===== config.mk =====
export PLATFORM = sky130hd
export DESIGN_NAME = gfx_reg_writer
export DESIGN_NICKNAME = d
export VERILOG_FILES = /design/src/rtl/gfx_reg_writer.sv
export SDC_FILE = /design/constraint.sdc
export NUM_CORES = 1
export LEC_CHECK = 0
export ABC_AREA = 0
export ABC_CLOCK_PERIOD_IN_PS = 3500
export CELL_PAD_IN_SITES_DETAIL_PLACEMENT = 0
export CELL_PAD_IN_SITES_GLOBAL_PLACEMENT = 1
export CORE_MARGIN = 1.5
export CORE_UTILIZATION = 35
export CTS_BUF_LIST = sky130_fd_sc_hd__clkbuf_8
export DETAILED_ROUTE_END_ITERATION = 16
export DONT_BUFFER_PORTS = 1
export HOLD_SLACK_MARGIN = 0.08
export PLACE_DENSITY = 0.59
export SLEW_MARGIN = 25
export SYNTH_ARGS = -nofsm -noshare
export SYNTH_HDL_FRONTEND = slang
export SYNTH_SLANG_ARGS = --single-unit
export TNS_END_PERCENT = 10

===== constraint.sdc =====
create_clock -name clk -period 3.5 [get_ports clk]
set_input_delay 0.7 -clock clk [delete_from_list [all_inputs] [get_ports clk]]
set_output_delay 0.7 -clock clk [all_outputs]
set_load 0.05 [all_outputs]

===== src/rtl/gfx_reg_writer.sv =====
// Queued register-write engine: a FIFO of {addr,data} drained through a SETUP/STROBE/RECOVER chipselect sequence.
// Optional macro GFX_VSYNC_GATE_EN restricts write launches to vertical blanking.
module gfx_reg_writer #(
  parameter int DEPTH       = 8,
  parameter int HOLD_CYCLES = 2
) (
  input  logic        clk,
  input  logic        rst,
  input  logic        wr_valid,
  input  logic [3:0]  wr_addr,
  input  logic [15:0] wr_data,
  output logic        wr_ready,
  input  logic        vblank,
  output logic        chipselect,
  output logic [3:0]  data_address,
  output logic [15:0] databus,
  output logic        busy,
  output logic [6:0]  level
);

  localparam int AW = (DEPTH > 1) ? $clog2(DEPTH) : 1;

  localparam logic [1:0] IDLE    = 2'd0;
  localparam logic [1:0] SETUP   = 2'd1;
  localparam logic [1:0] STROBE  = 2'd2;
  localparam logic [1:0] RECOVER = 2'd3;

  logic [19:0]   mem [DEPTH];
  logic [AW-1:0] wptr;
  logic [AW-1:0] rptr;
  logic [1:0]    state;
  logic [1:0]    state_nx;
  logic [3:0]    cnt;
  logic [3:0]    cnt_nx;
  logic          cs_nx;
  logic [3:0]    addr_nx;
  logic [15:0]   data_nx;
  logic [6:0]    level_nx;
  logic          ready_nx;
  logic          busy_nx;
  logic          empty;
  logic          launch;
  logic          push;
  logic          pop;

`ifdef GFX_VSYNC_GATE_EN
  assign launch = vblank;
`else
  logic unused_vblank;
  assign unused_vblank = vblank;
  assign launch        = 1'b1;
`endif

  assign empty = (level == 7'd0);
  assign push  = wr_valid & wr_ready;
  // Pops only happen where a new write may start: from IDLE or straight out of RECOVER.
  assign pop   = ((state == IDLE) || (state == RECOVER)) && !empty && launch;

  // Next-state, strobe and output-register computation.
  always_comb begin
    state_nx = state;
    cnt_nx   = cnt;
    cs_nx    = chipselect;
    addr_nx  = data_address;
    data_nx  = databus;
    case (state)
      IDLE, RECOVER: begin
        cs_nx  = 1'b0;
        cnt_nx = 4'd0;
        if (pop) begin
          state_nx = SETUP;
          addr_nx  = mem[rptr][19:16];
          data_nx  = mem[rptr][15:0];
        end else begin
          state_nx = IDLE;
        end
      end
      SETUP: begin
        state_nx = STROBE;
        cs_nx    = 1'b1;
        cnt_nx   = 4'd1;
      end
      STROBE: begin
        if (cnt == 4'(HOLD_CYCLES)) begin
          state_nx = RECOVER;
          cs_nx    = 1'b0;
          cnt_nx   = 4'd0;
        end else begin
          cnt_nx   = cnt + 4'd1;
        end
      end
      default: begin
        state_nx = IDLE;
        cs_nx    = 1'b0;
        cnt_nx   = 4'd0;
      end
    endcase
  end

  // Occupancy, ready and busy follow the same edge as the push/pop.
  always_comb begin
    level_nx = level;
    case ({push, pop})
      2'b10:   level_nx = level + 7'd1;
      2'b01:   level_nx = level - 7'd1;
      default: level_nx = level;
    endcase
    ready_nx = (level_nx != 7'(DEPTH));
    busy_nx  = (state_nx != IDLE) || (level_nx != 7'd0);
  end

  // FIFO storage; contents are don't-care until written so no reset is needed.
  always_ff @(posedge clk) begin
    if (push) begin
      mem[wptr] <= {wr_addr, wr_data};
    end
  end

  // Control and output registers; reset drops chipselect asynchronously and discards the queue.
  always_ff @(posedge clk or negedge rst) begin
    if (!rst) begin
      state        <= IDLE;
      cnt          <= 4'd0;
      chipselect   <= 1'b0;
      data_address <= 4'd0;
      databus      <= 16'd0;
      level        <= 7'd0;
      wr_ready     <= 1'b1;
      busy         <= 1'b0;
      wptr         <= '0;
      rptr         <= '0;
    end else begin
      state        <= state_nx;
      cnt          <= cnt_nx;
      chipselect   <= cs_nx;
      data_address <= addr_nx;
      databus      <= data_nx;
      level        <= level_nx;
      wr_ready     <= ready_nx;
      busy         <= busy_nx;
      if (push) begin
        wptr <= wptr + AW'(1);
      end
      if (pop) begin
        rptr <= rptr + AW'(1);
      end
    end
  end

endmodule

==> results.toml, run 1 <==
[sta]
setup_viol = 0
drv_slew = 0
rsz0062_at_grt = "no"
hold_viol_final = 0
worst_pin_slew_ns = 0.794
fin_tns_setup_ns = 0
max_freq_mhz = 309
clock_skew_ns = 0.0146
whs_ns = 0.290
relSlewSlack_pct = 47.0
post-route-period-util_pct = 92.5
period_minus_slack_ns = 3.24

[synthesis]
synth.area.top_cells = "edfxtp_1 60%, dfrtp_1 13%, mux4_2 11%"
syn_nets = 469
yosysUniqueCellTypes = 43
yosys_warnings = 0
netlist.area_leader.share_pct = 60.3
syn-cell-area_um2 = 7960
synthArstFlopShare_pct = 20.8
syn-instance-count = 432
synth.yosys.seq_area_share_pct = 73.5
yosysTopAreaCell = "edfxtp_1"
synth-compound-area-share_pct = 2.77
synth.cells.most_frequent = "160 x edfxtp_1, 41 x dfrtp_1, 40 x mux4_2"
syn_avg_cell_area_um2 = 18.4
synth_edf_count = 160
synth_seq_cells = 202
yosys_most_used_dff = "edfxtp_1"
synthMuxAreaShare_pct = 14.4
synthXorXnorAreaFrac_pct = 0.770
synth.most_common_cell = "edfxtp_1"
synth-simple-area-share_pct = 4.40
synthAdderAreaFrac_pct = 2.14
synth_top_family_by_area = "multiplexers"

[die]
core_area_um2 = 22500
design.portCount = 54
die_w_um = 154
dieArea_um2 = 23700
initial_utilization_pct = 35.4
rows = 55
chipHeight_um = 154

[clocking]
cts.sinks = 202
root_buffer = "clkbuf_8"
tritoncts = "built"
clock_latency_ns = 0.50
htree_levels = 2
numCtsBuffers = 35
cts.path.max_buffers = 3
clk_pin_slew_ns = 0.06

[worst_setup_path]
crit_path_start_kind = "flop"
timing.critical_path.mode_cell = "ha_1"
critPathCaptureType = "flop"
worst_path_largest_cell_delay_ns = 0.54
ff2ff_path_depth = 12
slowest_stage = "or4_1"
path_cells = "or4_1 > or4_4 > nand2_4 > inv_2 > ha_1 > ha_1 > buf_4 > o211ai_1 > o211a_1 > nor3_1 > nor4b_2 > nand3_1"
worstPathArrival_ns = 3.65
required_ns = 3.91
cp_max_fo = 6
worstSetupPathType = "flop to flop"

[route]
vias = 3850
final_antenna_net_count = 0
drc_errors = 0
wl_per_cell_um = 19.9
routed_wl_um = 15600
drt_pass1_iterations = 4
via_per_inst = 4.92
drt_first_iter_violations = 191

[cells_and_area]
finalNetCount = 509
layout-drive-gt1-share_pct = 23.9
area_growth_pct = 13.9
antenna_cells = 0

[flow_run]
max_cap_violations = 0

[min_path]
hold_path_depth = 0
hold_class = "input pin to flop"

[place]
numPortBuffers = 0
place_congestion = 0.792
post-dp-hpwl_um = 8650

[global_routing]
grt_usage_pct = 13.8
use_met1_pct = 16.1
top_usage_layer = "met2"
globalRouteMet2Util_pct = 23.9
grt_pass1_vias = 4205
grt_first_pass_wirelength_um = 24200
grt_overflow = 0
grt_max_degree = 44
gr-usage-met3_pct = 4.23
antenna_found_initial = 0

[pwr]
vdd_ir_drop_max_mv = 0.407
p_per_area_nw_per_um2 = 930
p_leak_nw = 3.25

[status]
outcome = "complete, no violations"
-- cells in the final DEF (no fill, tap or decap), types with 3 or more instances in the layout --
cell	synthesis	final
o21ai_0	22	22
clkbuf_8	0	36
mux4_2	40	40
edfxtp_1	160	160
nand3_1	7	7
clkinv_1	0	7
mux2i_1	21	21
dfrtp_1	41	39
a21o_1	3	3
ha_1	12	12
nand2b_1	4	4
mux2_2	3	3
nor2_1	15	9
nand2_1	34	34
inv_1	15	30
nor2_2	0	6
xnor2_1	6	6
buf_4	1	18
-- per-layer routing --
layer / vias to the layer above / wire, um
met5: - / 0
met4: 0 / 293
met3: 27 / 1030
met2: 83 / 7950
met1: 1974 / 6300
li1: 1766 / -
-- logic make-up after synthesis --
group           count (synthesis)
compound gates                 37
buf+inv                        34
mux                            64
simple gates                   75
xor+xnor                        7
fa+ha+maj                      13
flops                         202
-- critical path, delay by kind of cell, from the launching register on --
kind | cells | cell delay (ns)
and+or+nand+nor | 6 | 1.55
buffers and inverters | 2 | 0.19
adders and majority gates | 2 | 0.59
DFF | 1 | 0.37
AOI/OAI and AO/OA | 2 | 0.43
-- path summary, 6_finish.rpt --
kind                                     start                    to  slack [ns]
max reg2reg                 level[2]$_DFF_PN0_    wr_ready$_DFF_PN1_        0.26
min in group asynchronous                  rst    state[1]$_DFF_PN0_        0.73
min                                wr_data[11]  mem[4][11]$_DFFE_PP_        0.29
min reg2reg                wptr[0]$_DFFE_PN0P_   wptr[0]$_DFFE_PN0P_        0.54
max in group asynchronous                  rst    wr_ready$_DFF_PN1_        2.49
max                         level[2]$_DFF_PN0_    wr_ready$_DFF_PN1_        0.26
-- layout make-up --
type                    instances  area (um^2)
clock inverters                26          130
well taps                     285          357
fillers                      1994        13400
multi-input cells             196         1980
flip-flops and latches        202         5860
inverters                      16         60.1
clock buffers                  36          495
repair buffers                 21          193
-- what timing repair did --
| action | in CTS | in global routing |
|---|---|---|
| buffers inserted | 0 | 0 |
| setup endpoints to repair | 0 | 1 |
| resized for setup | 0 | 1 |
| hold endpoints to repair | 42 | 0 |
| hold buffers | 2 | 0 |
-- through the flow --
stage | instance area, um^2 | std cells | setup slack [ns] | power (mW) | utilization, %
floorplan | 7960 | 432 | 0.164 | 5.92 | -
global placement | 8400 | 718 | 0.225 | 6.56 | 37.3
detailed placement | 8400 | 718 | 0.195 | 6.63 | 37.3
CTS | 9070 | 782 | 0.170 | 8.59 | 40.3
global route | 9070 | 782 | 0.0313 | 9.02 | 40.3
finish | 9070 | 782 | 0.264 | 8.44 | 40.3
-- where the power goes --
| group | internal, mW | switching (mW) |
|---|---|---|
| combinational | 1.17 | 1.50 |
| sequential | 3.09 | 0.760 |
| clock | 1.03 | 0.893 |
| total | 5.28 | 3.15 |
-- registers in the layout (all words and copies together) (netlist names) --
name          count
level             7
mem             160
data_address      4
busy              1
chipselect        1
wptr              3
state             2
wr_ready          1
rptr              3
databus          16
cnt               4
Note: power is estimated with default switching activity, not from simulation.
==> run 2: changes to the inputs <==
--- a/config.mk
+++ b/config.mk
@@ -14,6 +14,7 @@
 export CTS_BUF_LIST = sky130_fd_sc_hd__clkbuf_8
 export DETAILED_ROUTE_END_ITERATION = 16
 export DONT_BUFFER_PORTS = 1
+export GPL_TIMING_DRIVEN = 0
 export HOLD_SLACK_MARGIN = 0.08
 export PLACE_DENSITY = 0.59
 export SLEW_MARGIN = 25
==> run 2 against run 1 <==
Net effect: first-iteration DRC count increased by 16%; final area up 3.4%; die area unchanged; utilization grew 1.4 points; sequential share of layout area shrank 2.1 points; clock skew is 0.019 ns higher; non-clock buffer count up 11; flip-flop and latch count is the same; routed wire length up 7.2%; clock power rose by 6%; global-route usage grew 1.1 points; total power is 5.9% higher; critical path type unchanged.
==> results.toml, run 2 (same netlist as run 1, synthesis figures left out) <==
[route]
drt_pass1_iterations = 4
drc_errors = 0
routed_wl_um = 16700
drt_first_iter_violations = 222
via_per_inst = 4.99
vias = 3965
wl_per_cell_um = 21.0
final_antenna_net_count = 0

[worst_setup_path]
timing.critical_path.mode_cell = "ha_4"
cp_max_fo = 8
critPathCaptureType = "flop"
worstPathArrival_ns = 3.79
crit_path_start_kind = "flop"
slowest_stage = "dfrtp_4"
required_ns = 3.95
worst_path_largest_cell_delay_ns = 0.58
worstSetupPathType = "flop to flop"
path_cells = "or4_1 > or4_4 > nand2_8 > inv_2 > ha_4 > ha_4 > nand2b_2 > a2111oi_4 > a221oi_1 > nor4b_1 > nand3_1"

[place]
place_congestion = 0.796
pre_cts_ws_ns = -0.297
place_inst = 729
post-dp-hpwl_um = 10500
numPortBuffers = 0
dpl_cell_area_um2 = 8590

[clocking]
htree_levels = 2
clock_latency_ns = 0.53
numCtsBuffers = 35
cts.path.max_buffers = 3
cts.sinks = 202
clk_pin_slew_ns = 0.06
root_buffer = "clkbuf_8"
tritoncts = "built"

[global_routing]
grt_usage_pct = 14.9
antenna_found_initial = 0
grt_max_degree = 43
grt_overflow = 0
grt_first_pass_wirelength_um = 25900
grt_pass1_vias = 4384

[pwr]
p_per_area_nw_per_um2 = 952
vdd_ir_drop_max_mv = 0.396
p_leak_nw = 3.33
power_mw = 8.93

[sta]
fin_tns_setup_ns = 0
period_minus_slack_ns = 3.34
rsz0062_at_grt = "no"
hold_viol_final = 0
final_critical_path_setup_slack_ns = 0.161
post-route-period-util_pct = 95.4
drv_slew = 0
max_freq_mhz = 299
clock_skew_ns = 0.0339
relSlewSlack_pct = 34.3
setup_viol = 0
worst_pin_slew_ns = 0.986

[cells_and_area]
stdcell_count = 794
antenna_cells = 0
regMostFlops = "mem"
layout_common_cells = "160 x edfxtp_1, 40 x mux4_2, 39 x clkbuf_8"
largest_reg_flops = 160
top_regs = "mem x160, databus x16, level x7"
design_area_um2 = 9380
finalNetCount = 520
area_growth_pct = 17.8
mostFrequentLayoutCell = "edfxtp_1"
layout-drive-gt1-share_pct = 26.7

[die]
design.portCount = 54
chipHeight_um = 154
dieArea_um2 = 23700
initial_utilization_pct = 35.4
die_w_um = 154
rows = 55
core_area_um2 = 22500

[flow_run]
max_cap_violations = 0

[min_path]
hold_class = "input pin to flop"

[status]
outcome = "complete, no violations"
[run 2: cell types whose count changed in the layout (fill, tap and decap cells not counted), moves of 5 or more]
cell    change
buf_16      +6
buf_2       +5
buf_4      -12
nor2_4      +6
[run 2: power by group]
group | switching [mW] | leakage [nW] | internal [mW]
Sequential | 0.828 | 1.96 | 3.09
Combinational | 1.65 | 0.981 | 1.34
Clock | 0.928 | 0.396 | 1.10
Total | 3.41 | 3.33 | 5.52
[run 2: critical path, delay by kind of cell, from the launching register on]
| family | cells | cell delay (ns) |
|---|---|---|
| and+or+nand+nor | 6 | 1.70 |
| DFF | 1 | 0.58 |
| adders and majority gates | 2 | 0.51 |
| AOI/OAI and AO/OA | 2 | 0.41 |
| buffers and inverters | 1 | 0.06 |
[run 2: area by class of cell]
type                    instances  area [um^2]
repair buffers                 14          251
clock inverters                24          129
well taps                     285          357
clock buffers                  39          537
flip-flops and latches        202         5860
multi-input cells             196         2080
fillers                      1932        13100
plain buffers                  18          101
inverters                      16         60.1
[run 2: what timing repair did]
item / CTS / global route
hold endpoints to repair: 42 / 0
setup buffers: 0 / 0
endpoints found under the setup margin: 2 / 2
gates cloned: 0 / 0
pin swaps: 1 / 1
hold buffers: 2 / 0
resized for setup: 6 / 13
[run 2: routing by layer]
layer,track usage (%),vias to the layer above,share of wire [%]
met5,0,-,0
met4,5.73,0,2.2
met3,4.11,30,6.1
met2,24.6,98,49
met1,18.6,2049,42
li1,-,1788,-
[run 2: metrics by stage]
stage	hold slack [ns]	utilization, %
2_1_floorplan	0.404	-
3_3_place_gp	0.406	37.0
3_5_place_dp	0.407	38.2
4_1_cts	0.241	41.4
5_1_grt	0.246	41.7
6_report	0.268	41.7
[run 2: path summary, 6_finish.rpt]
path	cells after the start	to	slack, ns	startpoint
hold / removal	0	mem[1][3]$_DFFE_PP_	0.27	wr_data[3]
min in group asynchronous	2	wptr[2]$_DFFE_PN0P_	0.69	rst
setup reg to reg	11	wr_ready$_DFF_PN1_	0.16	level[2]$_DFF_PN0_
max in group asynchronous	2	wr_ready$_DFF_PN1_	2.55	rst
setup / recovery	11	wr_ready$_DFF_PN1_	0.16	level[2]$_DFF_PN0_
hold reg to reg	2	wptr[0]$_DFFE_PN0P_	0.54	wptr[0]$_DFFE_PN0P_
